===== src/rtl/seg_scan_ctrl.sv =====
// Scan controller for an 8-digit common-anode seven-segment display.
// Uses a double-buffered display word, commits new data only at frame boundaries, and blanks all anodes for a guard interval at the start of each slot.
module seg_scan_ctrl #(
    parameter int TICK_DIV = 100000,
    parameter int GUARD    = 16
) (
    input  logic        clk,
    input  logic        reset,
    input  logic        load,
    input  logic [31:0] data_in,
    input  logic [7:0]  blank_mask,
    input  logic [7:0]  dp_in,
    output logic [3:0]  hex_out,
    output logic [7:0]  anode,
    output logic        dp,
    output logic        pending,
    output logic        frame_start
);

    localparam int PW = $clog2(TICK_DIV);

    logic [PW-1:0] presc_reg;
    logic [2:0]    idx_reg;
    logic [31:0]   buf_reg;
    logic [31:0]   shadow_reg;
    logic          pending_reg;
    logic          frame_start_reg;

    logic tick;
    logic boundary;
    logic guard_on;
    logic dark;

    assign tick     = (presc_reg == PW'(TICK_DIV - 1));
    assign boundary = tick && (idx_reg == 3'd7);

    generate
        if (GUARD == 0) begin : g_no_guard
            assign guard_on = 1'b0;
        end else begin : g_guard
            assign guard_on = (presc_reg < PW'(GUARD));
        end
    endgenerate

    always_ff @(posedge clk or posedge reset) begin
        if (reset) begin
            presc_reg       <= '0;
            idx_reg         <= '0;
            buf_reg         <= '0;
            shadow_reg      <= '0;
            pending_reg     <= 1'b0;
            frame_start_reg <= 1'b0;
        end else begin
            presc_reg       <= tick ? '0 : presc_reg + PW'(1);
            frame_start_reg <= boundary;
            if (tick) begin
                idx_reg <= idx_reg + 3'd1;
            end
            // The shadow takes the old buffer even when a load lands on the same edge.
            if (boundary && pending_reg) begin
                shadow_reg <= buf_reg;
            end
            if (load) begin
                buf_reg     <= data_in;
                pending_reg <= 1'b1;
            end else if (boundary) begin
                pending_reg <= 1'b0;
            end
        end
    end

    // While reset is held, the digits are forced dark; dp follows digit 0 during reset.
    always_comb begin
        dark    = reset || guard_on || blank_mask[idx_reg];
        hex_out = shadow_reg[{idx_reg, 2'b00} +: 4];
        anode   = dark ? 8'hFF : ~(8'b1 << idx_reg);
        if (reset) begin
            dp = ~dp_in[0];
        end else if (dark) begin
            dp = 1'b1;
        end else begin
            dp = ~dp_in[idx_reg];
        end
    end

    assign pending     = pending_reg;
    assign frame_start = frame_start_reg;

endmodule

===== config.mk =====
export PLATFORM = sky130hd
export DESIGN_NAME = seg_scan_ctrl
export DESIGN_NICKNAME = d
export VERILOG_FILES = /design/src/rtl/seg_scan_ctrl.sv
export SDC_FILE = /design/constraint.sdc
export NUM_CORES = 1
export LEC_CHECK = 0
export ABC_AREA = 1
export BUFFER_PORTS_ARGS = -buffer_cell sky130_fd_sc_hd__clkbuf_2
export CORE_MARGIN = 3
export CORE_UTILIZATION = 55
export DETAILED_ROUTE_END_ITERATION = 6
export PLACE_DENSITY_LB_ADDON = 0.08
export SKIP_LAST_GASP = 1
export SLEW_MARGIN = 25
export SYNTH_ARGS = -nofsm -noshare
export SYNTH_HDL_FRONTEND = slang
export SYNTH_SLANG_ARGS = --single-unit

===== constraint.sdc =====
create_clock -name clk -period 4.9 [get_ports clk]
set_input_delay 0.98 -clock clk [delete_from_list [all_inputs] [get_ports clk]]
set_output_delay 0.98 -clock clk [all_outputs]
set_load 0.01 [all_outputs]

# Word level (Yosys, flattened, before mapping)
# Index checks and enable logic that the tools add are counted.
dict set report word_totals {
  register_bits 86
  inputBits 51
  output_inout_bits 15
  wordCells 32
}
dict set report op_classes {
  add_sub_neg 2
  order_cmp 2
  n_eq_ne 2
  n_shift 2
  mux 10
  n_bitwise 3
  n_reduce_logical 5
}
# cell n
set ops {}
lappend ops {{indexed part select 32 x 6 -> 4 bit} 1}
lappend ops {{adder 17 x 1 -> 17 bit, second input constant} 1}
lappend ops {{equality test 17 bit, second input constant} 1}
lappend ops {{less-than comparator 17 x 5 -> 1 bit, second input constant} 1}
lappend ops {{2-to-1 mux 17 bit} 1}
lappend ops {{2-to-1 mux 8 bit} 1}
lappend ops {{NOT 8 bit} 1}
lappend ops {{left shift 1 x 3 -> 8 bit, first input constant} 1}
lappend ops {{binary-select mux 1 bit (select 3 bit)} 2}
lappend ops {{2-to-1 mux 1 bit} 6}
lappend ops {{less-than comparator 3 x 4 -> 1 bit, second input constant} 1}
lappend ops {{adder 3 x 1 -> 3 bit, second input constant} 1}
lappend ops {{equality test 3 bit, second input constant} 1}
lappend ops {{logical AND 1 bit} 2}
lappend ops {{logical OR 1 bit} 2}
lappend ops {{NOT 1 bit} 2}
lappend ops {{nonzero test 2 bit} 1}

# Depth between registers and ports, before layout
# Gate-level depths: netlist of run 1.
dict set report depth {
  word_depth 5
  mapped_depth 10
  ltp_nobuf 8
}

# Least setup slack after synthesis of run 1
# Ideal clock, no wire load.
dict set report synth_path {
  path_type {input port to output port}
  startpoint {input port reset}
  endpoint {output port anode[0]}
  arrival_ns 3.444
  required_time_ns 3.920
  slack_ns 0.476
  cell_stages 4
  path_buffers 0
  cell_sequence {inv_1 > nand2_1 > nor2_2 > nand3_1}
}
dict set report synth_between {
  elab_chain_len 3
}
# element line_no
set synth_rtl {}
lappend synth_rtl {{start: declaration} 8} ;# input logic reset,
lappend synth_rtl {{logical OR 1 bit (2 in series)} 74} ;# dark = reset || guard_on || blank_mask[idx_reg];
lappend synth_rtl {{2-to-1 mux 8 bit} 76} ;# anode = dark ? 8'hFF : ~(8'b1 << idx_reg);
lappend synth_rtl {{end: declaration} 14} ;# output logic [7:0] anode,
# Every way passes these cells.

# Worst setup path in the final report of run 1
dict set report layout_path {
  startpoint {register idx_reg[1]}
  endpoint {output port anode[5]}
}
dict set report layout_between {
  elab_chain_len 4
  word_cells_on_any_way 6
  classes_between {1 x shift; 3 x mux; 1 x bitwise; 1 x reduce/logical}
}
# element line_no
set layout_rtl {}
lappend layout_rtl {{start: declaration} 23} ;# logic [2:0] idx_reg;
lappend layout_rtl {{start signal: assignment} 57} ;# idx_reg <= idx_reg + 3'd1;
lappend layout_rtl {{binary-select mux 1 bit (select 3 bit)} 74}
lappend layout_rtl {{2-to-1 mux 1 bit (implied by the code)} 74}
lappend layout_rtl {{logical OR 1 bit} 74}
lappend layout_rtl {{2-to-1 mux 8 bit *} 76}
# Mark *: on every way between the ends. The rest lies on a longest branch, timed or not. The select of a mux whose other input is x is not followed.

==> qor.txt, run 1 <==
status -> finished, final reports clean
post-synthesis sequential area ratio -> 50.00%
Hold Crit Class -> flop to flop
Core ar. -> 7408 sq um
Filler cells -> 687
RSZ-0062 raised after global routing -> no
register area -> 2153 sq um
drt total wl -> 9418 microns
Slew HR -> 37.37%
initial antenna violation count -> 0
HP Start -> presc_reg[0]
max-slew violations -> 0
Pleak -> 2.671 nW
CTS Buffer Depth -> 2
1st-pass router iterations -> 5
DIE AREA -> 8923 sq um
Crit Path Class -> flop to output port
vias in the first global route -> 3531
DR iter-0 viols -> 174
FP Rows -> 31
crit path time final -> 3.261 ns
Post-Synthesis Cells -> 565
number of synthesized register bits -> 86
antenna-violating nets left -> 0
CTS resizes -> 0
synth unique cells -> 26
setup TNS -> 0 ns
CTS tree -> yes
Synth Area per Inst -> 7.618 sq um
Least-Margin Pin Slew -> 0.9385 ns
Cell Pwr Density -> 265.2 nW/um^2
largest net degree at the start of global routing -> 87
CTS buffer count -> 9
initial cell density of the core -> 58.10%
Final Cycle Share -> 66.55%
Hold-fix buffers, CTS -> 0
clk slew on worst S/H paths -> 0.08 ns
num ports -> 66
root buffer cell -> clkbuf_8
Worst Path Arrival -> 2.28 ns
Worst Clk Skew -> 0.01782 ns
worst skew pair latency -> 0.36 ns
first-pass GRT wire length -> 16460 microns
Max Freq -> 306.7 MHz
Critical Path Source Type -> flop
WP data required -> 3.92 ns
crit path from -> idx_reg[1]
post-synthesis cell area -> 4304 sq um
Worst VDD drop -> 0.0001583 V
Final WS setup -> 1.639 ns
Multi-input gate area -> 1847 sq um
H-tree Lvls -> 3
gr usage total -> 23.29%
chip width -> 94.46 microns
Inserted Diodes -> 0
vias -> 3732
Critical Path End Type -> output port
Reg2Reg Launch Point -> presc_reg[0]
Synth Warn # -> 0
crit-path max FO -> 15
hold_ws -> 0.4617 ns
final count of negative-setup-slack endpoints -> 0
Clock Sinks -> 86
wire per inst -> 13.10 microns
synthesis-to-finish area growth -> 12.15%
Post-DP HPWL -> 6519 microns
# Post-CTS Setup Buffers -> 0
DIE HEIGHT -> 94.46 microns
drt drc -> 0
Final nets -> 673
Port Buffer Count -> 65
Fin. Hold Viols -> 0
Net Count, Synth -> 623
share of layout cells above drive strength 1 -> 15.16%
DR vias/cell -> 5.191
DP Worst Slack -> 1.953 ns
gr ovfl total -> 0
MaxCap Viol Count -> 0
placer's final routability congestion estimate -> 0.9347
[per-stage QoR]
stage / utilization (%) / instances / power, mW / area [sq um]
after floorplan: - / 565 / 0.8007 / 4304
after global placement: 62.64 / 703 / 0.8317 / 4641
after detailed placement: 62.71 / 703 / 0.8350 / 4646
after CTS: 65.16 / 719 / 1.291 / 4827
after global routing: 65.16 / 719 / 1.338 / 4827
final: 65.16 / 719 / 1.280 / 4827
[worst paths after layout]
kind	endpoint	slack [ns]	cells past startpoint
max reg2reg	shadow_reg[10]	2.41	9
min in group asynchronous	shadow_reg[18]	0.85	3
max in group asynchronous	pending	3.53	3
max	anode[5]	1.64	8
min reg2reg	presc_reg[0]	0.46	1
min	presc_reg[0]	0.46	1
[cells in the mapped netlist, drive strengths merged]
master	n	area, sq um
nor2	50	205.2
inv	41	153.9
nand4	36	231.5
dfrtp	86	2152
clkinv	2	7.510
a21oi	7	35.03
xnor2	1	8.760
nand3b	1	7.510
nor3	5	25.02
a31oi	4	25.02
o21ai	24	120.1
xor2	7	61.31
nor4	2	12.51
clkbuf	20	75.07
buf	10	68.81
nand2	233	877.1
nand3	29	150.1
ha	7	87.58
[layer usage]
metal / track usage (%) / wire length, microns / vias up
li1: - / - / 1901
met1: 33.75 / 4453 / 1715
met2: 36.11 / 4312 / 103
met3: 3.347 / 523 / 13
met4: 8.053 / 129 / 0
met5: 0 / 0 / -
[final cells by class]
class | count | area share, %
flip-flops and latches | 86 | 44.61
multi-input cells | 406 | 38.26
repair buffers | 69 | 7.439
inverters | 43 | 3.370
clock buffers | 10 | 2.851
well taps | 99 | 2.566
clock inverters | 6 | 0.9072
[report_power, final]
| group | total, mW | switching (mW) | internal [mW] |
|---|---|---|---|
| Combinational | 0.0733 | 0.0438 | 0.0295 |
| Sequential | 0.746 | 0.0132 | 0.732 |
| Clock | 0.461 | 0.260 | 0.201 |
[worst max-delay path: stages, from the launching register on]
cell	delay, ns
dfrtp_1	0.66
inv_1	0.38
nand3_1	0.18
nand2_1	0.06
nand2_1	0.05
nand2_1	0.08
nor2_2	0.25
nand3_1	0.12
clkbuf_2	0.15
[cells in the final DEF, fill, tap and decap left out, drive strengths merged]
master | synthesis | routed
inv | 41 | 42
nand3 | 29 | 29
nor3 | 5 | 5
clkbuf | 20 | 75
clkinv | 2 | 6
a31oi | 4 | 4
a21oi | 7 | 7
xnor2 | 1 | 1
dfrtp | 86 | 86
nor2 | 50 | 50
o21ai | 24 | 24
nand2 | 233 | 233
nand4 | 36 | 36
xor2 | 7 | 7
buf | 10 | 4
clkinvlp | 0 | 1
nand3b | 1 | 1
ha | 7 | 7
nor4 | 2 | 2
[cell families after synthesis]
| group | synth area share [%] |
|---|---|
| XOR/XNOR | 1.628 |
| flip-flops | 50.00 |
| AO/OA/AOI/OAI | 4.186 |
| adder cells (fa/ha/maj) | 2.035 |
| buffers and inverters | 7.093 |
| AND/OR/NAND/NOR | 35.06 |
No activity file was read; power rests on OpenSTA's default activity.
==> inputs of run 2 (changes only) <==
clock period = 3.2 ns   (was 4.9 ns; I/O delays follow)
==> qor.txt, run 2 (synthesis results as in run 1) <==
status -> finished, final reports clean
DIE HEIGHT -> 94.46 microns (unchanged)
Final Cycle Share -> 88.68%
CTS resizes -> 0 (unchanged)
highest cell delay on the worst timing path -> 0.61 ns (-0.05 ns)
Filler cells -> 689 (+0.29%)
Port Buffer Count -> 65 (unchanged)
initial cell density of the core -> 58.10% (unchanged)
DP Worst Slack -> 0.7399 ns (-1.213 ns)
Slew HR -> 49.21% (+12 points)
clk slew on worst S/H paths -> 0.08 ns (about the same)
Hold Crit Class -> flop to flop
FP Rows -> 31 (unchanged)
Cell Pwr Density -> 423.3 nW/um^2 (+60%)
drt drc -> 0 (unchanged)
chip width -> 94.46 microns (unchanged)
Final nets -> 677 (+0.59%)
most frequent cells in the layout -> 232 x nand2_1, 86 x dfrtp_1, 65 x clkbuf_2, 47 x nor2_1, 39 x inv_1
largest net degree at the start of global routing -> 87 (unchanged)
Critical Path End Type -> output port
Cell Chain, Critical Path -> inv_1, nand3_1, nand2_1, nand2_1, nand2_1, nor2_2, nand3_1, clkbuf_2
max-slew violations -> 0 (unchanged)
Max Freq -> 352.4 MHz
Critical Path Source Type -> flop
Final WS setup -> 0.3622 ns (-1.277 ns)
WP data required -> 2.56 ns (-1.36 ns)
Worst path slowest cell -> dfrtp_1
drt total wl -> 9333 microns (-0.90%)
wire per inst -> 12.93 microns (-1.3%)
commonest non-fill, non-tap cell in the layout -> nand2_1
Worst VDD drop -> 0.0002504 V (+58%)
Top delay family on crit path -> simple AND/OR/NAND/NOR gates
crit path time final -> 2.838 ns
CP bufs+invs -> 2 (unchanged)
gr usage total -> 22.96% (-0.33 points)
initial antenna violation count -> 0 (unchanged)
DIE AREA -> 8923 sq um (unchanged)
vias -> 3702 (-0.80%)
crit-path max FO -> 15 (unchanged)
vias in the first global route -> 3470 (-1.7%)
first-pass GRT wire length -> 16120 microns (-2.1%)
synthesis-to-finish area growth -> 13.58%
DR vias/cell -> 5.127 (-1.2%)
hold_ws -> 0.4640 ns (+0.002264 ns)
Least-Margin Pin Slew -> 0.7618 ns (-0.1766 ns)
H-tree Lvls -> 3 (unchanged)
Core ar. -> 7408 sq um (unchanged)
share of layout cells above drive strength 1 -> 15.41% (+0.25 points)
Worst Path Arrival -> 2.20 ns (-0.08 ns)
Crit Path Class -> flop to output port
most frequent CP cell -> nand2_1
CTS tree -> yes
CTS buffer count -> 9 (unchanged)
worst skew pair latency -> 0.35 ns (about the same)
Worst Clk Skew -> 0.01091 ns (-0.006916 ns)
setup TNS -> 0 ns (unchanged)
Fin. Hold Viols -> 0 (unchanged)
DR iter-0 viols -> 189 (+8.6%)
1st-pass router iterations -> 5 (unchanged)
CTS Buffer Depth -> 2 (unchanged)
placer's final routability congestion estimate -> 0.8974 (-4.0%)
num ports -> 66 (unchanged)
# Post-CTS Setup Buffers -> 0 (unchanged)
gr ovfl total -> 0 (unchanged)
Pleak -> 2.702 nW (+1.1%)
Hold-fix buffers, CTS -> 0 (unchanged)
MaxCap Viol Count -> 0 (unchanged)
Post-DP HPWL -> 6572 microns (+0.82%)
antenna-violating nets left -> 0 (unchanged)
final count of negative-setup-slack endpoints -> 0 (unchanged)
Clock Sinks -> 86 (unchanged)
root buffer cell -> clkbuf_8
Inserted Diodes -> 0 (unchanged)
RSZ-0062 raised after global routing -> no
[run 2: report_power, final]
group	total (mW)	switching [mW]	internal, mW
combinational	0.115	0.0681	0.0466
sequential	1.14	0.0193	1.12
clock	0.814	0.379	0.435
total	2.07	0.466	1.60
[run 2: area by class of cell]
| type | instances | area, sq um | share of cell area [%] |
|---|---|---|---|
| Clock buffer | 9 | 123.9 | 2.534 |
| Clock inverter | 6 | 87.58 | 1.792 |
| Inverter | 43 | 165.2 | 3.379 |
| Multi-Input combinational cell | 406 | 1847 | 37.78 |
| Sequential cell | 86 | 2152 | 44.02 |
| Tap cell | 99 | 123.9 | 2.534 |
| Timing Repair Buffer | 73 | 389.1 | 7.960 |
[run 2: layer usage]
layer / global-route usage (%) / up-vias / wire length, microns
li1: - / 1904 / -
met1: 33.12 / 1677 / 4491
met2: 35.17 / 107 / 4161
met3: 3.347 / 14 / 519
met4: 9.014 / 0 / 160
met5: 0 / - / 0
[run 2: worst reg2reg max path, cell delays in order (launching register included)]
cell	delay (ns)
dfrtp_1	0.38
ha_1	0.19
nand2_1	0.11
nor2_4	0.22
nand4_2	0.14
nor2_4	0.12
nand3_2	0.49
nand2_1	0.24
nand2_1	0.07
[run 2: per-stage QoR]
stage / cell area [sq um] / utilization [%] / instances / power, mW
2_1_floorplan: 4308 / - / 565 / 1.226
3_3_place_gp: 4673 / 63.08 / 707 / 1.276
3_5_place_dp: 4673 / 63.08 / 707 / 1.280
4_1_cts: 4885 / 65.93 / 722 / 2.095
5_1_grt: 4888 / 65.99 / 722 / 2.167
6_report: 4888 / 65.99 / 722 / 2.069
[run 2: path summary, 6_finish.rpt]
| path | from | endpoint | slack, ns | depth (start not counted) |
|---|---|---|---|---|
| setup reg to reg | presc_reg[0] | shadow_reg[17] | 1.12 | 8 |
| setup / recovery | idx_reg[1] | anode[2] | 0.36 | 8 |
| max in group asynchronous | reset | presc_reg[13] | 2.14 | 3 |
| hold / removal | presc_reg[0] | presc_reg[0] | 0.46 | 1 |
| hold reg to reg | presc_reg[0] | presc_reg[0] | 0.46 | 1 |
| min in group asynchronous | reset | shadow_reg[25] | 0.53 | 3 |
==> inputs of run 3 (changes only) <==
CAP_MARGIN = 40   (was default)
CORE_UTILIZATION = 51   (was 55)
MAX_ROUTING_LAYER = met4   (was default)
clock period = 2.6 ns   (was 3.2 ns; I/O delays follow)
==> qor.txt, run 3 (synthesis results as in run 1) <==
status -> finished, final reports clean
Sw Share -> 23.31% (+0.79 points)
Fin. Hold Viols -> 0 (unchanged)
first-pass GRT wire length -> 16970 microns (+5.3%)
1st-pass router iterations -> 5 (unchanged)
largest net degree at the start of global routing -> 87 (unchanged)
Hold-fix buffers, CTS -> 0 (unchanged)
met2 Usage GRT -> 32.57% (-2.6 points)
Post-DP HPWL -> 6951 microns (+5.8%)
Critical Path End Type -> output port
DIE HEIGHT -> 97.87 microns (+3.6%)
WP data required -> 2.08 ns (-0.48 ns)
Final Cycle Share -> 90.34%
Reg power frac -> 55.5% (+0.4 points)
Worst Path Arrival -> 1.83 ns (-0.37 ns)
internal power -> 1.943 mW (+21%)
H-tree Lvls -> 3 (unchanged)
vias in the first global route -> 3560 (+2.6%)
FP Rows -> 32 (+3.2%)
final count of negative-setup-slack endpoints -> 0 (unchanged)
Hold Crit Class -> input pin to asynchronous set/reset pin
Least-Margin Pin Slew -> 0.3840 ns (-0.3778 ns)
CTS buffer count -> 9 (unchanged)
chip width -> 97.87 microns (+3.6%)
Port Buffer Count -> 65 (unchanged)
Worst VDD drop -> 0.0003434 V (+37%)
post-route insts no fill -> 732 (+1.4%)
initial antenna violation count -> 0 (unchanged)
Core ar. -> 7968 sq um (+7.5%)
crit path time final -> 2.349 ns
Comb power frac -> 5.9% (+0.4 points)
final core occ -> 62.37% (-3.6 points)
crit-path max FO -> 15 (unchanged)
total net switching power -> 0.5908 mW (+27%)
Final nets -> 683 (+0.89%)
commonest non-fill, non-tap cell in the layout -> nand2_1
Final WS setup -> 0.2511 ns (-0.1110 ns)
DR vias/cell -> 5.167 (+0.77%)
setup TNS -> 0 ns (unchanged)
DP Worst Slack -> 0.5056 ns (-0.2343 ns)
drt drc -> 0 (unchanged)
clock network fraction of design power -> 38.7% (-0.6 points)
gr ovfl total -> 0 (unchanged)
Max Freq -> 425.7 MHz
Critical Path Source Type -> flop
CTS tree -> yes
synthesis-to-finish area growth -> 15.47%
placer's final routability congestion estimate -> 0.9594 (+6.9%)
share of layout cells above drive strength 1 -> 16.51% (+1.1 points)
RSZ-0062 raised after global routing -> no
Pleak -> 2.733 nW (+1.2%)
gr usage total -> 22.21% (-0.75 points)
Worst Clk Skew -> 0.01020 ns (-0.0007126 ns)
GRT busiest layer -> met2
antenna-violating nets left -> 0 (unchanged)
clk slew on worst S/H paths -> 0.09 ns (about the same)
worst skew pair latency -> 0.35 ns (about the same)
vias -> 3782 (+2.2%)
Cell Pwr Density -> 509.9 nW/um^2 (+20%)
Slew HR -> 74.40% (+25 points)
DR iter-0 viols -> 236 (+25%)
wire per inst -> 13.42 microns (+3.8%)
Inserted Diodes -> 0 (unchanged)
Crit Path Class -> flop to output port
num ports -> 66 (unchanged)
Clock Sinks -> 86 (unchanged)
met1 GRT Util -> 31.69% (-1.4 points)
initial cell density of the core -> 54.02% (-4.1 points)
DIE AREA -> 9578 sq um (+7.3%)
most frequent cells in the layout -> 232 x nand2_1, 85 x dfrtp_1, 65 x clkbuf_2, 47 x nor2_1, 39 x inv_1
cell count after placement -> 715 (+1.1%)
max-slew violations -> 0 (unchanged)
root buffer cell -> clkbuf_8
MaxCap Viol Count -> 0 (unchanged)
GRT met3 Usage -> 3.286% (-0.061 points)
drt total wl -> 9822 microns (+5.2%)
CTS Buffer Depth -> 2 (unchanged)
run 3: layout make-up:
| cell class | count | area, sq um |
|---|---|---|
| tap | 102 | 127.6 |
| inverter | 43 | 165.2 |
| timing repair buffer | 79 | 457.9 |
| sequential | 86 | 2153 |
| fill | 725 | 2998 |
| clock inverter | 4 | 55.05 |
| clock buffer | 12 | 155.1 |
| multi-input combinational | 406 | 1856 |
run 3: repair_timing:
action,CTS,global route
setup buffers,0,0
resized for setup,0,3
setup endpoints to repair,0,12
run 3: critical path: stages, from the launching register on:
cell,delay (ns)
dfrtp_2,0.53
inv_1,0.12
buf_4,0.20
nor2_1,0.12
o21ai_0,0.09
a31oi_1,0.23
clkbuf_2,0.18
run 3: power by group through the flow:
stage	sequential, mW	clock [mW]	combinational [mW]
after detailed placement	1.43	0	0.147
after floorplan	1.42	0	0.0858
after global placement	1.43	0	0.143
final	1.41	0.980	0.149
after global routing	1.41	1.07	0.177
after CTS	1.41	1.01	0.147
run 3: per-layer routing:
metal,wire (microns),up-vias
met5,0,-
met4,113,0
met3,609,10
met2,4367,109
met1,4731,1743
li1,-,1920
run 3: path summary, 6_finish.rpt:
check / slack, ns / from / cells past startpoint / end
worst max register to register: 0.59 / presc_reg[0] / 9 / shadow_reg[24]
worst min register to register: 0.47 / presc_reg[0] / 1 / presc_reg[0]
worst min-delay path: 0.16 / reset / 3 / presc_reg[13]
min in group clk: 0.36 / data_in[25] / 3 / buf_reg[25]
max in group asynchronous: 1.84 / reset / 4 / idx_reg[2]
worst max-delay path: 0.25 / idx_reg[1] / 6 / hex_out[1]
run 3: stage by stage:
stage / hold slack (ns) / area (sq um) / power, mW
after floorplan: 0.4331 / 4312 / 1.510
after global placement: 0.4464 / 4718 / 1.575
after detailed placement: 0.4534 / 4722 / 1.579
after CTS: 0.3409 / 4932 / 2.563
after global routing: 0.1738 / 4970 / 2.661
final: 0.1647 / 4970 / 2.534
